===== config.mk =====
export PLATFORM = sky130hd
export DESIGN_NAME = train_sequencer
export DESIGN_NICKNAME = d
export VERILOG_FILES = /design/src/rtl/train_sequencer.sv
export SDC_FILE = /design/constraint.sdc
export NUM_CORES = 1
export LEC_CHECK = 0
export ABC_AREA = 1
export CELL_PAD_IN_SITES_DETAIL_PLACEMENT = 0
export CELL_PAD_IN_SITES_GLOBAL_PLACEMENT = 1
export CORE_MARGIN = 1
export CORE_UTILIZATION = 37
export CTS_CLUSTER_SIZE = 10
export DETAILED_ROUTE_END_ITERATION = 8
export PLACE_DENSITY = 0.82
export SKIP_CTS_REPAIR_TIMING = 1
export SLEW_MARGIN = 20
export SYNTH_ARGS = -nofsm -noshare
export SYNTH_HDL_FRONTEND = slang
export SYNTH_SLANG_ARGS = --single-unit

===== constraint.sdc =====
create_clock -name clk_i -period 2.4 [get_ports clk_i]
set_input_delay 0.48 -clock clk_i [delete_from_list [all_inputs] [get_ports clk_i]]
set_output_delay 0.48 -clock clk_i [all_outputs]
set_load 0.005 [all_outputs]

===== src/rtl/train_sequencer.sv =====
// rtl/train_sequencer.sv - training-loop phase sequencer with sample/epoch counters and phase watchdog
// Optional TRAIN_SEQ_INFER_EN: adds infer_i, latched at start, for forward-only (inference) runs.
module train_sequencer #(
   parameter int SAMPLE_W    = 4,
   parameter int NUM_SAMPLES = 8,
   parameter int EPOCH_W     = 8,
   parameter int MAX_EPOCHS  = 16,
   parameter int WDT_W       = 6
) (
   input  logic                clk_i,
   input  logic                rst_i,
   input  logic                en_i,
   input  logic                start_i,
   input  logic                abort_i,
`ifdef TRAIN_SEQ_INFER_EN
   input  logic                infer_i,
`endif
   input  logic                fwd0_done_i,
   input  logic                fwd1_done_i,
   input  logic                bwd_done_i,
   input  logic                converged_i,
   output logic                f0_pass_o,
   output logic                f1_pass_o,
   output logic                b_pass_o,
   output logic                upd_o,
   output logic [SAMPLE_W-1:0] sample_idx_o,
   output logic [EPOCH_W-1:0]  epoch_o,
   output logic                busy_o,
   output logic                done_o,
   output logic                timeout_o,
   output logic [2:0]          state_o
);

   localparam logic [2:0] S_IDLE = 3'd0;
   localparam logic [2:0] S_FWD0 = 3'd1;
   localparam logic [2:0] S_FWD1 = 3'd2;
   localparam logic [2:0] S_BWD  = 3'd3;
   localparam logic [2:0] S_UPD  = 3'd4;
   localparam logic [2:0] S_NEXT = 3'd5;
   localparam logic [2:0] S_DONE = 3'd6;
   localparam logic [2:0] S_ERR  = 3'd7;

   localparam logic [SAMPLE_W-1:0] LAST_SAMPLE = SAMPLE_W'(NUM_SAMPLES - 1);
   localparam logic [EPOCH_W-1:0]  EPOCH_LIMIT = EPOCH_W'(MAX_EPOCHS);
   // Expiry is judged on the cycle whose increment would reach 2^WDT_W-1.
   localparam logic [WDT_W-1:0]    WDT_PRE     = WDT_W'((2 ** WDT_W) - 2);

   logic [2:0]          r_state;
   logic [2:0]          w_next;
   logic [SAMPLE_W-1:0] r_sample;
   logic [EPOCH_W-1:0]  r_epoch;
   logic [EPOCH_W-1:0]  w_epoch_inc;
   logic [WDT_W-1:0]    r_wdt;
   logic                w_in_phase;
   logic                w_wdt_expire;
   logic                w_last_sample;
   logic                w_restart;
   logic                w_infer;

   assign w_in_phase    = (r_state == S_FWD0) || (r_state == S_FWD1) || (r_state == S_BWD);
   assign w_wdt_expire  = w_in_phase && (r_wdt == WDT_PRE);
   assign w_last_sample = (r_sample == LAST_SAMPLE);
   assign w_epoch_inc   = r_epoch + 1'b1;
   assign w_restart     = en_i && !abort_i && start_i &&
                          ((r_state == S_IDLE) || (r_state == S_DONE) || (r_state == S_ERR));

`ifdef TRAIN_SEQ_INFER_EN
   logic r_infer;

   always_ff @(posedge clk_i or posedge rst_i) begin
      if (rst_i) begin
         r_infer <= 1'b0;
      end else if (w_restart) begin
         r_infer <= infer_i;
      end
   end

   assign w_infer = r_infer;
`else
   assign w_infer = 1'b0;
`endif

   always_ff @(posedge clk_i or posedge rst_i) begin
      if (rst_i) begin
         r_state <= S_IDLE;
      end else if (en_i) begin
         r_state <= w_next;
      end
   end

   always_comb begin
      w_next = r_state;
      if (en_i) begin
         if (abort_i) begin
            w_next = S_IDLE;
         end else begin
            case (r_state)
               S_IDLE, S_DONE, S_ERR: begin
                  if (start_i) w_next = S_FWD0;
               end
               S_FWD0: begin
                  if (fwd0_done_i)       w_next = S_FWD1;
                  else if (w_wdt_expire) w_next = S_ERR;
               end
               S_FWD1: begin
                  if (fwd1_done_i)       w_next = w_infer ? S_NEXT : S_BWD;
                  else if (w_wdt_expire) w_next = S_ERR;
               end
               S_BWD: begin
                  if (bwd_done_i)        w_next = S_UPD;
                  else if (w_wdt_expire) w_next = S_ERR;
               end
               S_UPD: begin
                  w_next = S_NEXT;
               end
               S_NEXT: begin
                  // Convergence is only honoured at the epoch boundary.
                  if (w_last_sample && (converged_i || (w_epoch_inc == EPOCH_LIMIT)))
                     w_next = S_DONE;
                  else
                     w_next = S_FWD0;
               end
               default: begin
                  w_next = S_IDLE;
               end
            endcase
         end
      end
   end

   always_ff @(posedge clk_i or posedge rst_i) begin
      if (rst_i) begin
         r_sample <= '0;
         r_epoch  <= '0;
         r_wdt    <= '0;
      end else if (en_i) begin
         if (w_restart) begin
            r_sample <= '0;
            r_epoch  <= '0;
         end else if ((r_state == S_NEXT) && !abort_i) begin
            if (w_last_sample) begin
               r_sample <= '0;
               r_epoch  <= w_epoch_inc;
            end else begin
               r_sample <= r_sample + 1'b1;
            end
         end
         // Any state change clears the watchdog, covering every phase entry.
         if (w_next != r_state) begin
            r_wdt <= '0;
         end else if (w_in_phase) begin
            r_wdt <= r_wdt + 1'b1;
         end
      end
   end

   always_comb begin
      f0_pass_o = (r_state == S_FWD0);
      f1_pass_o = (r_state == S_FWD1);
      b_pass_o  = (r_state == S_BWD);
      upd_o     = (r_state == S_UPD);
      busy_o    = (r_state == S_FWD0) || (r_state == S_FWD1) || (r_state == S_BWD) ||
                  (r_state == S_UPD)  || (r_state == S_NEXT);
      done_o    = (r_state == S_DONE);
      timeout_o = (r_state == S_ERR);
   end

   assign sample_idx_o = r_sample;
   assign epoch_o      = r_epoch;
   assign state_o      = r_state;

endmodule

* Word level (Yosys, flattened, before mapping) *
Cells that the tools add are included.

word-level totals
  latch bits = 0
  memory bits (writable) = 0
  output and inout port bits = 22
  memories = 0
  logic and storage cells = 57
  bits in registers = 21
  input bits = 9
  ROM bits = 0

operators by class
  multiply operators = 0
  multiplexer cells = 17
  bitwise gates (word level) = 0
  add/sub/neg operators = 3
  equal/unequal tests = 11
  shift-type cells = 0
  reduce and logical (&&, ||, !) cells = 22
  order comparisons = 0
  div/mod/pow operators = 0

operators by type and width
  kind                                                                   number
  3-bit 2-to-1 mux                                                       8
  8-bit 2-to-1 mux                                                       3
  3-bit case mux with 6 select lines                                     1
  3-bit equality test, second input constant                             4
  4-bit 2-to-1 mux                                                       3
  6-bit 2-to-1 mux                                                       2
  8-bit by 1-bit adder with 8-bit output, second input constant          1
  8-bit by 5-bit equality test with 1-bit output, second input constant  1
  1-bit logical OR                                                       7
  6-bit by 1-bit adder with 6-bit output, second input constant          1
  3-bit by 2-bit equality test with 1-bit output, second input constant  2
  6-bit equality test, second input constant                             1
  1-bit logical AND                                                      6
  2-bit nonzero test                                                     3
  4-bit by 1-bit adder with 4-bit output, second input constant          1
  4-bit by 3-bit equality test with 1-bit output, second input constant  1
  2-bit AND reduction                                                    2
  3-bit by 1-bit equality test with 1-bit output, second input constant  1
  3-bit zero test                                                        1
  3-bit != test                                                          1
  3-bit AND reduction                                                    1
  3-bit OR reduction                                                     1
  1-bit zero test                                                        1

* Depth between registers and ports, before layout *
  depth in word-level cells = 12
  depth in mapped cells = 18
  mapped depth without buffers = 18

* Worst setup path after synthesis *
Ideal clock, no wire load.

  path kind = register -> register
  start = reg r_epoch[0], in the netlist epoch_o[0]
  end = reg r_wdt[1]
  path buffers = 0
  setup time = 65 ps
  stages on the path, launching flop included = 18
  required time = 2,335 ps
  data arrival time = 1,795 ps
  path slack = 540 ps
  period minus slack after synthesis = 1,860 ps
  path through = dfrtp_1 ha_1 nand3_1 nand2_1 nand2_1 nor2_1 nand3_1 nand2_1 nand3_1 nand2_1 nand2_2 nand3_1 nand2_1 nor2_2 nand3_2 nand2_2 nand2_1 nand2_1

on the way
  word-level cells in the longest chain between the ends = 11
  elaborated cells on any way between the ends = 12
  classes of those cells = add/sub: 1; eq/ne: 2; mux: 5; reduce/logical: 4

ends and longest elaborated chain
  element                                           RTL line  text
  from (decl)                                       51        logic [EPOCH_W-1:0] r_epoch;
  from (signal assigned)                            143       r_epoch <= w_epoch_inc;
  8-bit by 1-bit adder with 8-bit output *          63        assign w_epoch_inc = r_epoch + 1'b1;
  8-bit by 5-bit equality test with 1-bit output *  118       if (w_last_sample && (converged_i || (w_epoch_inc == EPOCH_LIMIT)))
  1-bit logical OR *                                118
  1-bit logical AND *                               118
  3-bit 2-to-1 mux *                                118
  3-bit case mux with 6 select lines *              97        case (r_state)
  3-bit 2-to-1 mux *                                94        if (abort_i) begin
  3-bit 2-to-1 mux *                                93        if (en_i) begin
  3-bit != test *                                   149       if (w_next != r_state) begin
  2-bit nonzero test (no source line)               n/a
  2-bit AND reduction (no source line)              n/a
  to (signal assigned)                              152       r_wdt <= r_wdt + 1'b1;
  to (decl)                                         53        logic [WDT_W-1:0] r_wdt;

Mark *: on every way between the ends. The rest lies on a longest branch, timed or not.
A chain may end at the register's enable or synchronous reset.

* Worst setup path after layout *
  start = reg r_state[1], in the netlist state_o[1]
  end = out f1_pass_o

on the way
  word-level cells in the longest chain between the ends = 1

ends and longest elaborated chain
  element                                         RTL line  text
  from (decl)                                     48        logic [2:0] r_state;
  from (signal assigned)                          87        r_state <= w_next;
  3-bit by 2-bit equality test with 1-bit output  159       f1_pass_o = (r_state == S_FWD1);
  to (decl)                                       23        output logic f1_pass_o,

Every way passes these cells.

==> flow_summary_export.csv <==
group,metric,value,unit
status,run_status,"finished clean",
place,dp_slack,0.1764,ns
drt,drc,0,
critical_path,setup.worst_path.end_class,"primary output",
drt,drt_pass1_iterations,4,
timing,layout_setup_ws,0.1623,ns
finish,final_cells,307,
critical_path,path_delay_family,"buffers and inverters",
global_routing,via_count_of_the_first_global_routing_pass,1336,
yosys,yosysWarnings,0,
drt,routed-via-count,1521,
worst_hold_path,hold_path.startpoint,"r_wdt[5]",
timing,timing.slew.headroom,77.13,%
timing,hold_viol_final,0,
critical_path,crit_path_max_fanout,7,
finish,design.final.nets,271,
finish,layout.core_utilization,50.28,%
die,full_die_area,4470,sq um
finish,final_cell_mix,"55 x sky130_fd_sc_hd__nand2_1, 30 x sky130_fd_sc_hd__clkdlybuf4s50_1, 29 x sky130_fd_sc_hd__inv_1, 19 x sky130_fd_sc_hd__dfrtp_1, 16 x sky130_fd_sc_hd__nand3_1",
yosys,synth.top_cell.area_share,33.76,%
timing,fmax,0.4469,GHz
drt,finalWirelength,3.531,mm
clock_tree,clk_pin_slew,0.08,ns
finish,layout.cells.most_common,"sky130_fd_sc_hd__nand2_1",
global_routing,antenna_found_initial,0,
clock_tree,tritoncts,"built",
critical_path,cp-startpoint,"state_o[1]",
clock_tree,numCtsBuffers,3,
global_routing,first_pass_grt_wire_length,6.037,mm
die,design.portCount,31,
yosys,synth.area.top_cells,"sky130_fd_sc_hd__dfrtp_1 34%, sky130_fd_sc_hd__nand2_1 13%, sky130_fd_sc_hd__inv_1 7.0%",
clock_tree,clock_tree.htree_level_count,1,
flow_run,number_of_max_capacitance_violations_reported,0,
timing,finalMaxSlewViolations,0,
critical_path,timing.critical_path.mode_cell,"sky130_fd_sc_hd__inv_1",
timing,min_period,2.238,ns
drt,wl_per_cell,11.50,microns
finish,final_layout_size_suffix_gt1_share,17.90,%
clock_tree,cts.sink_count,21,
clock_tree,insertion_delay,0.27,ns
critical_path,critical_path.max_stage_delay,0.53,ns
critical_path,worst_setup_path_start_kind,"register",
drt,vias_per_cell,4.954,
die,die_height,66.86,microns
worst_hold_path,hold_path_class,"reg -> reg",
finish,antenna_cells,0,
timing,max_slew.worst_pin.slew,0.3404,ns
yosys,syn-num-nets,229,
yosys,ys_seq_area_share,33.76,%
power_and_ir_drop,power.ir.vdd_worst,488.8,uV
critical_path,timing.critical_path.required,1.92,ns
global_routing,grt_start_max_net_pins,22,
die,placeableCoreArea,4029,sq um
place,detailedPlacementHpwl,2.677,mm
place,place_congestion,0.8373,
critical_path,critical_path_cell_list,"inv_1 > nor2_1 > nand2_1 > inv_1 > clkdlybuf4s50_1",
die,start_util,38.63,%
critical_path,cpMaxStageDelayCell,"sky130_fd_sc_hd__dfrtp_1",
place,buffer_ports.inserted,30,
power_and_ir_drop,powerDensity,992.7,nW/um^2
drt,dr.first_iter.drc_count,89,
die,fp-row-count,23,
yosys,synth-seq-cells,21,
power_and_ir_drop,leakage,0.001096,uW
timing,finalSetupViolCount,0,
finish,area_growth,30.14,%
global_routing,groute.usage.overall,17.75,%
yosys,mappedNetlistArea,1556,sq um
critical_path,startpoint_of_the_worst_register_to_register_path,"epoch_o[0]",
place,dp.cells,300,
clock_tree,clockBufferDepth,2,
critical_path,timing_worst_setup_path_type,"reg -> out",
global_routing,overflow,0,
critical_path,worst-endpoint-arrival,1.76,ns
die,die_width,66.86,microns
clock_tree,clk_root_buffer_cell,"sky130_fd_sc_hd__clkbuf_8",
critical_path,critPathBufInv,3,
critical_path,rrSetupSlack,0.33,ns
timing,final.period_utilization,93.24,%
yosys,synth_area_leader_cell,"sky130_fd_sc_hd__dfrtp_1",
yosys,netlist_instances,216,
yosys,mean_area_per_synthesized_cell,7.206,sq um
yosys,synth_cell_types,31,
timing,clock-skew-final,0.001666,ns
drt,remaining_number_of_nets_flagged_by_the_antenna_check_after_routing,0,
-- routing by layer --
layer  vias up  GRT usage (%)  wire length (microns)
met4         0          7.181                     61
met1       703          25.08                   1719
met5         -              0                      0
met2        29          27.15                   1649
met3         5          2.055                    100
li1        784              -                      -
-- state kept, by name (all words and copies together), names as in the netlist --
register      count
r_wdt             6
epoch_o           8
state_o           3
sample_idx_o      4
-- cell usage after synthesis --
| cell type | n |
|---|---|
| sky130_fd_sc_hd__nand4_2 | 1 |
| sky130_fd_sc_hd__nor2_1 | 15 |
| sky130_fd_sc_hd__nand2_4 | 2 |
| sky130_fd_sc_hd__xor2_1 | 4 |
| sky130_fd_sc_hd__buf_2 | 1 |
| sky130_fd_sc_hd__nand2_2 | 9 |
| sky130_fd_sc_hd__o22ai_1 | 5 |
| sky130_fd_sc_hd__inv_2 | 3 |
| sky130_fd_sc_hd__inv_4 | 1 |
| sky130_fd_sc_hd__nor2_8 | 2 |
| sky130_fd_sc_hd__o31ai_2 | 1 |
| sky130_fd_sc_hd__buf_4 | 2 |
| sky130_fd_sc_hd__nor3_1 | 6 |
| sky130_fd_sc_hd__o21ai_0 | 6 |
| sky130_fd_sc_hd__o211ai_1 | 1 |
| sky130_fd_sc_hd__ha_1 | 4 |
| sky130_fd_sc_hd__o21ai_2 | 1 |
| sky130_fd_sc_hd__and2_1 | 1 |
| sky130_fd_sc_hd__dfrtp_1 | 21 |
| sky130_fd_sc_hd__nor2_2 | 5 |
| sky130_fd_sc_hd__and3_1 | 1 |
| sky130_fd_sc_hd__nand4_1 | 9 |
| sky130_fd_sc_hd__a21oi_1 | 8 |
| sky130_fd_sc_hd__nand3_2 | 2 |
| sky130_fd_sc_hd__nor2_4 | 2 |
| sky130_fd_sc_hd__inv_1 | 29 |
| sky130_fd_sc_hd__nand2_1 | 55 |
| sky130_fd_sc_hd__xnor2_1 | 1 |
| sky130_fd_sc_hd__o221ai_1 | 1 |
| sky130_fd_sc_hd__o21ai_1 | 1 |
| sky130_fd_sc_hd__nand3_1 | 16 |
-- report_power, final --
part | switching, uW | leakage [uW] | internal, uW
Sequential | 131 | 0.000266 | 451
Combinational | 641 | 0.000804 | 545
Clock | 126 | 0.0000255 | 116
-- worst reg2reg max path, stage by stage (launching register included) --
cell                      delay (ns)
sky130_fd_sc_hd__dfrtp_2        0.40
sky130_fd_sc_hd__ha_2           0.21
sky130_fd_sc_hd__nand3_1        0.10
sky130_fd_sc_hd__nand2_1        0.08
sky130_fd_sc_hd__nand2_1        0.07
sky130_fd_sc_hd__nor2_1         0.11
sky130_fd_sc_hd__nand3_1        0.09
sky130_fd_sc_hd__nand2_1        0.09
sky130_fd_sc_hd__nand3_1        0.10
sky130_fd_sc_hd__nand2_1        0.13
sky130_fd_sc_hd__nand2_2        0.08
sky130_fd_sc_hd__nand3_1        0.07
sky130_fd_sc_hd__nand2_1        0.07
sky130_fd_sc_hd__nor2_2         0.11
sky130_fd_sc_hd__nand3_2        0.07
sky130_fd_sc_hd__nand2_2        0.12
sky130_fd_sc_hd__nand2_1        0.06
sky130_fd_sc_hd__nand2_1        0.06
-- path summary, 6_finish.rpt --
check,end,depth (start not counted)
max,f1_pass_o,5
min reg2reg,r_wdt[5],2
max reg2reg,r_wdt[0],17
min,r_wdt[5],2
max in group asynchronous,epoch_o[0],3
min in group asynchronous,epoch_o[6],3
-- area by class of cell --
| type | instances | area [sq um] |
|---|---|---|
| clock buffers | 3 | 41.29 |
| clock inverters | 1 | 5.005 |
| fillers | 438 | 2003 |
| inverters | 33 | 126.4 |
| multi-input cells | 159 | 887.1 |
| flip-flops and latches | 21 | 528.0 |
| well taps | 50 | 62.56 |
| repair buffers | 40 | 375.4 |
-- per-stage QoR --
step	area, sq um	hold WS, ns	total power (uW)	setup TNS, ns
final	2026	0.5352	2011	0
after global routing	2026	0.5574	2194	-0.002425
after CTS	1998	0.5381	2004	0
after detailed placement	1952	0.5154	1757	0
after global placement	1952	0.5192	1754	0
after floorplan	1556	0.4565	1328	0
-- cell families (layout without fill, tap and decap cells) --
family,Yosys count,after routing,share of synthesized area [%]
buffers and inverters,36,77,9.404
adder cells (fa/ha/maj),4,4,3.216
XOR/XNOR,5,5,2.813
AO/OA/AOI/OAI,24,24,9.245
AND/OR/NAND/NOR,126,126,41.56
flip-flops,21,21,33.76
(Power assumes the default switching activity.)
